==> config.mk <==
export PLATFORM = sky130hd
export DESIGN_NAME = ifetch_unit
export DESIGN_NICKNAME = d
export VERILOG_FILES = /design/src/rtl/ifetch_pkg.sv /design/src/rtl/ifetch_fifo.sv /design/src/rtl/ifetch_unit.sv
export SDC_FILE = /design/constraint.sdc
export NUM_CORES = 1
export LEC_CHECK = 0
export CAP_MARGIN = 20
export CORE_MARGIN = 2
export CORE_UTILIZATION = 35
export CTS_BUF_LIST = sky130_fd_sc_hd__clkbuf_16
export DETAILED_ROUTE_END_ITERATION = 8
export GPL_TIMING_DRIVEN = 0
export PLACE_DENSITY = 0.59
export SLEW_MARGIN = 20
export SYNTH_ARGS = -nofsm -noshare
export SYNTH_HDL_FRONTEND = slang
export SYNTH_SLANG_ARGS = --single-unit
==> constraint.sdc <==
create_clock -name clk -period 5.5 [get_ports clk]
set_input_delay 0.55 -clock clk [delete_from_list [all_inputs] [get_ports clk]]
set_output_delay 0.55 -clock clk [all_outputs]
set_load 0.01 [all_outputs]
==> src/rtl/ifetch_pkg.sv <==
// Shared types and constants for the instruction fetch front end.
// Optional perf counters in ifetch_unit are enabled with IFETCH_PERF_CNT_EN.
package ifetch_pkg;

    typedef enum logic [1:0] {
        BOOT  = 2'd0,
        FETCH = 2'd1,
        HALT  = 2'd2
    } state_t;

    localparam logic [31:0] PC_STEP         = 32'd4;
    localparam logic [31:0] WORD_ALIGN_MASK = 32'hFFFF_FFFC;

    typedef struct packed {
        logic [31:0] instr;
        logic [31:0] pc;
    } fetch_entry_t;

endpackage

==> src/rtl/ifetch_fifo.sv <==
// Small synchronous FIFO of fetch entries; flush wins over push and pop.
// Head is read straight from registered storage, so outputs carry no logic from pop.
module ifetch_fifo
    import ifetch_pkg::*;
#(
    parameter int DEPTH = 2
) (
    input  logic                   clk,
    input  logic                   rst,
    input  logic                   push,
    input  fetch_entry_t           push_data,
    input  logic                   pop,
    input  logic                   flush,
    output fetch_entry_t           head,
    output logic                   full,
    output logic                   empty,
    output logic [$clog2(DEPTH):0] count
);

    localparam int PW = $clog2(DEPTH);

    logic [PW-1:0] wr_ptr_reg;
    logic [PW-1:0] rd_ptr_reg;
    logic [PW:0]   count_reg;
    logic          do_push;
    logic          do_pop;
    fetch_entry_t  entry_vec [DEPTH];

    assign full  = (count_reg == (PW+1)'(DEPTH));
    assign empty = (count_reg == '0);
    assign count = count_reg;

    // A push into a full FIFO is legal when the head leaves in the same cycle.
    assign do_pop  = pop && !empty && !flush;
    assign do_push = push && (!full || do_pop) && !flush;

    for (genvar gi = 0; gi < DEPTH; gi++) begin : g_entry
        fetch_entry_t entry_reg;

        always_ff @(posedge clk) begin
            if (rst) begin
                entry_reg <= '0;
            end else if (do_push && (wr_ptr_reg == PW'(gi))) begin
                entry_reg <= push_data;
            end
        end

        assign entry_vec[gi] = entry_reg;
    end

    assign head = entry_vec[rd_ptr_reg];

    always_ff @(posedge clk) begin
        if (rst || flush) begin
            wr_ptr_reg <= '0;
            rd_ptr_reg <= '0;
            count_reg  <= '0;
        end else begin
            if (do_push) begin
                wr_ptr_reg <= wr_ptr_reg + PW'(1);
            end
            if (do_pop) begin
                rd_ptr_reg <= rd_ptr_reg + PW'(1);
            end
            case ({do_push, do_pop})
                2'b10:   count_reg <= count_reg + (PW+1)'(1);
                2'b01:   count_reg <= count_reg - (PW+1)'(1);
                default: count_reg <= count_reg;
            endcase
        end
    end

endmodule

==> src/rtl/ifetch_unit.sv <==
// Instruction fetch front end: owns the PC, reads imem combinationally, buffers words for decode.
// Define IFETCH_PERF_CNT_EN to add the perf_fetched / perf_stall counter ports.
module ifetch_unit
    import ifetch_pkg::*;
#(
    parameter logic [31:0] RESET_PC   = 32'h0000_0000,
    parameter int          FIFO_DEPTH = 2,
    parameter logic [31:0] HALT_WORD  = 32'h0000_0000
) (
    input  logic        clk,
    input  logic        rst,
    output logic [31:0] imem_addr,
    input  logic [31:0] imem_data,
    input  logic        redirect_valid,
    input  logic [31:0] redirect_pc,
    output logic        instr_valid,
    input  logic        instr_ready,
    output logic [31:0] instr,
    output logic [31:0] instr_pc,
`ifdef IFETCH_PERF_CNT_EN
    output logic [31:0] perf_fetched,
    output logic [31:0] perf_stall,
`endif
    output logic        halted
);

    state_t       state_reg;
    state_t       state_next;
    logic [31:0]  pc_reg;
    logic [31:0]  pc_next;
    logic         enq;
    logic         push;
    logic         pop;
    logic         fifo_full;
    logic         fifo_empty;
    logic [$clog2(FIFO_DEPTH):0] fifo_count;
    fetch_entry_t fifo_head;
    fetch_entry_t push_data;

    assign imem_addr   = pc_reg;
    assign instr_valid = !fifo_empty;
    assign instr       = fifo_head.instr;
    assign instr_pc    = fifo_head.pc;
    assign halted      = (state_reg == HALT) && (fifo_count == '0);

    assign pop       = instr_valid && instr_ready;
    assign enq       = !fifo_full || pop;
    assign push_data = '{instr: imem_data, pc: pc_reg};

    always_comb begin
        state_next = state_reg;
        pc_next    = pc_reg;
        push       = 1'b0;
        case (state_reg)
            BOOT: state_next = FETCH;
            FETCH: begin
                if (enq) begin
                    if (imem_data != HALT_WORD) begin
                        push    = 1'b1;
                        pc_next = pc_reg + PC_STEP;
                    end else begin
                        state_next = HALT;
                    end
                end
            end
            HALT:    state_next = HALT;
            default: state_next = BOOT;
        endcase
        // Redirect overrides everything, including the BOOT cycle.
        if (redirect_valid) begin
            push       = 1'b0;
            pc_next    = redirect_pc & WORD_ALIGN_MASK;
            state_next = FETCH;
        end
    end

    always_ff @(posedge clk) begin
        if (rst) begin
            state_reg <= BOOT;
            pc_reg    <= RESET_PC;
        end else begin
            state_reg <= state_next;
            pc_reg    <= pc_next;
        end
    end

    ifetch_fifo #(
        .DEPTH(FIFO_DEPTH)
    ) u_fifo (
        .clk      (clk),
        .rst      (rst),
        .push     (push),
        .push_data(push_data),
        .pop      (pop),
        .flush    (redirect_valid),
        .head     (fifo_head),
        .full     (fifo_full),
        .empty    (fifo_empty),
        .count    (fifo_count)
    );

`ifdef IFETCH_PERF_CNT_EN
    logic [31:0] perf_fetched_reg;
    logic [31:0] perf_stall_reg;

    always_ff @(posedge clk) begin
        if (rst) begin
            perf_fetched_reg <= '0;
            perf_stall_reg   <= '0;
        end else begin
            if (push && (perf_fetched_reg != '1)) begin
                perf_fetched_reg <= perf_fetched_reg + 32'd1;
            end
            if ((state_reg == FETCH) && !enq && (perf_stall_reg != '1)) begin
                perf_stall_reg <= perf_stall_reg + 32'd1;
            end
        end
    end

    assign perf_fetched = perf_fetched_reg;
    assign perf_stall   = perf_stall_reg;
`endif

endmodule

Yosys cells after proc, flatten, opt, wreduce, memory -nomap -nowiden:

Index checks and enable logic that the tools add are counted.
Widths: inputs -> output; s select.

* $add $sub $neg: 5
* $mul: 0
* div/mod/pow operators: 0
* order comparisons: 1
* equality and inequality tests: 9
* shift-type cells: 0
* mux-type cells: 16
* bitwise gates (word level): 2
* reductions and logical operators: 26

Operators by type and width (number)
* $mux 64: 3
* $mux 32: 4
* $add 32x3->32 const B: 1
* $reduce_bool 32->1: 1
* $logic_and 1x1->1: 8
* $reduce_bool 2->1: 4
* $eq 2x2->1 const B: 3
* $ne 3x3->1 const B: 2
* $pmux 2 s3: 1
* $reduce_and 3->1: 2
* $mux 1: 5
* $eq 2x1->1 const B: 2
* $logic_not 2->1: 2
* $mux 2: 2
* $ne 2x2->1 const B: 2
* $pmux 2 s2: 1
* $reduce_and 2->1: 2
* $logic_not 1->1: 3
* $logic_or 1x1->1: 3
* $add 1x1->1 const B: 2
* $add 2x1->2 const B: 1
* $ge 2x2->1 const B: 1
* $not 1->2: 1
* $reduce_or 2->1: 1
* other kinds (2): 2

* flip-flop bits (word level): 166
* bits in latches: 0
* memory bits (writable): 0
* memory bits (read-only): 0
* logic and storage cells: 70
* memories: 0

Logic depth before layout (Yosys ltp):

* depth in word-level cells: 11
* depth in mapped cells: 10
* depth with buffers taken out: 9

Hierarchy:

A second synthesis with hierarchy kept.

* cells, all modules: 860
* area total of the unflattened synthesis: 8406.8 um2

By module, submodules not included
* ifetch_fifo: instances 1, cells an instance 581, area an instance 6248.5 um2, sequential area each 2642.5 um2
* ifetch_unit: instances 1, cells an instance 279, area an instance 2158.3 um2, sequential area each 640.6 um2

Worst setup path after synthesis:

No wires, ideal clock.

* path type: input port to flip-flop
* start: in imem_data[30]
* end: reg u_fifo.count_reg[1] (netlist: u_fifo.count[1])
* setup time: 70 ps
* data arrival time: 2198 ps
* slack: 3232 ps
* cell stages on the path: 8
* cells stage by stage: nor4_1 > and4_4 > buf_4 > a21oi_2 > nand2_1 > ha_1 > or3_1 > a21oi_1

* cells in the longest elaborated chain, start to end: 9
* elaborated cells between the ends (all ways): 11

Ends and longest elaborated chain
* from (decl): RTL line ifetch_unit.sv:13 `input logic [31:0] imem_data,`
* $reduce_bool 32->1 (*): RTL line ifetch_unit.sv:58 `if (imem_data != HALT_WORD) begin`
* $mux 1 (*): RTL line ifetch_unit.sv:58
* $mux 1 (*): RTL line ifetch_unit.sv:57 `if (enq) begin`
* $mux 1 (*): RTL line ifetch_unit.sv:54 `case (state_reg)`
* $mux 1 (*): RTL line ifetch_unit.sv:70 `if (redirect_valid) begin`
* $logic_and 1x1->1 (*) (2 in a row): RTL line ifetch_fifo.sv:35 `assign do_push = push && (!full || do_pop) && !flush;`
* $eq 2x1->1 / $eq 2x2->1 (equally long branches): RTL line ifetch_fifo.sv:65 `case ({do_push, do_pop})`
* $pmux 2 s2 / $reduce_bool 2->1 (equally long branches)
* to (signal assigned): RTL line ifetch_fifo.sv:66 `2'b10: count_reg <= count_reg + (PW+1)'(1);`
* to (signal assigned): RTL line ifetch_fifo.sv:67 `2'b01: count_reg <= count_reg - (PW+1)'(1);`
* to (signal assigned): RTL line ifetch_fifo.sv:68 `default: count_reg <= count_reg;`
* to (decl): RTL line ifetch_fifo.sv:24 `logic [PW:0] count_reg;`

Every way passes the cells marked *; elsewhere a longest branch is shown, timed or not.
A chain may end at the register's enable or synchronous reset.

Final worst setup path:

* start: reg u_fifo.rd_ptr_reg
* end: out instr_pc[31]

* cells in the longest elaborated chain, start to end: 4

Ends and longest elaborated chain
* from (decl): RTL line ifetch_fifo.sv:23 `logic [PW-1:0] rd_ptr_reg;`
* from (signal assigned): RTL line ifetch_fifo.sv:63 `rd_ptr_reg <= rd_ptr_reg + PW'(1);`
* $not 1->2 (implied by the code): RTL line ifetch_fifo.sv:51 `assign head = entry_vec[rd_ptr_reg];`
* $mux 64 (implied by the code) (3 in a row): RTL line ifetch_fifo.sv:51
* to (decl): RTL line ifetch_unit.sv:19 `output logic [31:0] instr_pc,`

No other way between the ends. The select of a mux whose other input is x is not followed.

==> impl_metrics.ini <==
[run_status]
run_status = completed

[cells_and_area]
multi_input_area_mm2 = 0.00371
final_common_cell = nand2_1
fin_cells = 1349
syn2layout_area_growth_pct = 34.6
diodes = 0
drive_gt1_share_pct = 12.0
largest_reg_flops = 124
register_area_mm2 = 0.00320
layout_common_cells = nand2_1 (266), dfxtp_1 (160), clkdlybuf4s50_1 (159)
final_util_pct = 48.1
fillers = 2037
fin_nets = 1139

[yosys]
syn_area_per_cell_um2 = 8.19
synth_warnings = 0
synth-seq-area-share_pct = 44.2
synth_cell_types = 54
synthMuxAreaShare_pct = 10.0
synth_edf_count = 0
yosys.area_share.adder_pct = 0.863
synthArstFlopShare_pct = 0
synth_xor_area_share_pct = 1.57
synth_top_family_by_area = simple AND/OR/NAND/NOR gates
synthSimpleGateAreaFrac_pct = 21.3
synth-compound-area-share_pct = 17.2
synth_area_mm2 = 0.00725
synth-seq-cells = 160
yosys_most_used_dff = dfxtp_1
netlist_instances = 885

[sta]
period_share_pct = 59.5
clock_skew_ns = 0.0115
finalSetupTns_ns = 0
worst_slew_pin_slew_ns = 0.705
max_slew_margin_pct = 53.0
setup_viol = 0
maxSlewViolCount = 0
rsz0062_at_grt = no
hold_viol = 0
fmax_ghz = 0.306
finalCriticalPeriod_ns = 3.27

[routing]
wirelength_mm = 23.1
vias_per_cell = 5.08
drc = 0
drt_iter0_drc = 373
wl_per_cell_um = 17.1
first_pass_iters = 5
drtAntennaViolNets = 0
vias = 6852

[grt]
met2_usage_pct = 34.3
grt_busiest_layer = met2
grt_pass1_wl_mm = 36.3
grt_use_met1_pct = 28.9
grt_start_max_net_pins = 18
grt_antenna_before_repair = 0
met3_usage_pct = 4.04
track_usage_pct = 21.1
grt_pass1_vias = 6650
grt.overflow.total = 0

[placement]
post-dp-hpwl_mm = 16.5
gp_congestion = 0.809
placed_cells = 1317
port_buffers = 159

[pwr]
vdd_ir_drop_max_uv = 225
leakage_uw = 0.00331
finalPower_uw = 2740
p_per_area_mw_per_mm2 = 281

[floorplan]
die-area_mm2 = 0.0219
io_pins = 166
design.core.area_mm2 = 0.0203
rows = 52
start_util_pct = 35.7
die_w_um = 148
die_y_um = 148

[clock_tree]
post_cts_buffers = 0
clk_path_buf_depth = 2
htreeDepth = 4
cts_buffers = 17
cts_resized = 0
clk_latency_ns = 0.43
clkTransAtPathRegs_ns = 0.07
cts-root-buf = clkbuf_16
hold_buffers = 0
clock_sink_count = 160
cts_tree = yes

[job]
max_cap_violations = 0

[critical_path]
required_ns = 4.95
cp-end-kind = primary output
cp-start-kind = register
crit_type = reg2out
arrival_ns = 2.72
crit_fanout = 10

[min_path]
worstHoldPathType = reg2reg
[per-layer routing]
layer | vias to the layer above | wire (um)
met5 | - | 0
met4 | 0 | 348
met3 | 24 | 1300
met2 | 214 | 10800
met1 | 3207 | 10600
li1 | 3407 | -
[power by group]
group          internal, uW  switching, uW
Sequential             1200           44.7
Clock                   603            552
Combinational           166            176
Total                  1970            772
[cell usage after synthesis, types with 2 or more instances]
cell | n | area, um^2
and4_4 | 2 | 22.5
inv_1 | 11 | 41.3
nand3_1 | 10 | 50.1
buf_4 | 6 | 45.0
or3_1 | 8 | 50.1
a211oi_1 | 14 | 105
a2111oi_0 | 3 | 26.3
xor2_1 | 3 | 26.3
a2111oi_2 | 2 | 30.0
and4_1 | 5 | 43.8
or2_2 | 2 | 12.5
o21bai_1 | 6 | 45.0
ha_1 | 5 | 62.6
dfxtp_1 | 160 | 3200
xnor2_1 | 10 | 87.6
a311oi_1 | 12 | 105
nand4_1 | 7 | 43.8
buf_2 | 13 | 65.1
nand2_1 | 266 | 998
nor4_1 | 10 | 62.6
o211ai_2 | 2 | 25.0
a31oi_1 | 4 | 25.0
o21ai_0 | 9 | 45.0
clkbuf_1 | 47 | 176
or4_1 | 8 | 60.1
mux2_2 | 62 | 698
a311o_1 | 2 | 20.0
mux2i_1 | 3 | 30.0
buf_1 | 2 | 7.51
o31ai_1 | 8 | 60.1
a21oi_1 | 129 | 646
and3_1 | 4 | 25.0
and2_1 | 2 | 12.5
nor2_1 | 28 | 105
[stage by stage]
stage / area (um^2) / hold WS, ns / setup WS, ns
CTS: 9760 / 0.453 / 2.16
finish: 9760 / 0.451 / 2.23
detailed placement: 9190 / 0.443 / 2.02
floorplan: 7260 / 0.433 / 3.23
global route: 9760 / 0.470 / 2.04
global placement: 9190 / 0.438 / 2.06
[final cells by class]
| cell class | instances | area share, % |
|---|---|---|
| Tap cell | 270 | 3.46 |
| Buffer | 70 | 3.18 |
| Clock buffer | 17 | 4.36 |
| Clock inverter | 15 | 1.46 |
| Sequential cell | 160 | 32.8 |
| Multi-Input combinational cell | 647 | 38.0 |
| Timing Repair Buffer | 159 | 16.3 |
| Inverter | 11 | 0.423 |
[critical path: stages (launching register included)]
cell,delay (ns)
dfxtp_1,0.31
clkbuf_1,0.45
clkbuf_1,0.60
mux2_2,0.41
clkdlybuf4s50_1,0.52
[cells by family after synthesis]
logic type | after synthesis
other cells | 1
mux | 65
xor+xnor | 13
flops | 160
fa+ha+maj | 5
simple gates | 359
buf+inv | 81
compound gates | 201
[path summary, 6_finish.rpt]
path | from | end | slack [ns] | cells after the start
setup / recovery | u_fifo.rd_ptr_reg | instr_pc[31] | 2.23 | 4
hold / removal | u_fifo.entry_vec[108] | u_fifo.entry_vec[108] | 0.45 | 2
setup reg to reg | state_reg[1] | u_fifo.entry_vec[76] | 3.11 | 8
hold reg to reg | u_fifo.entry_vec[108] | u_fifo.entry_vec[108] | 0.45 | 2
Power figures use the tool's default switching activity.
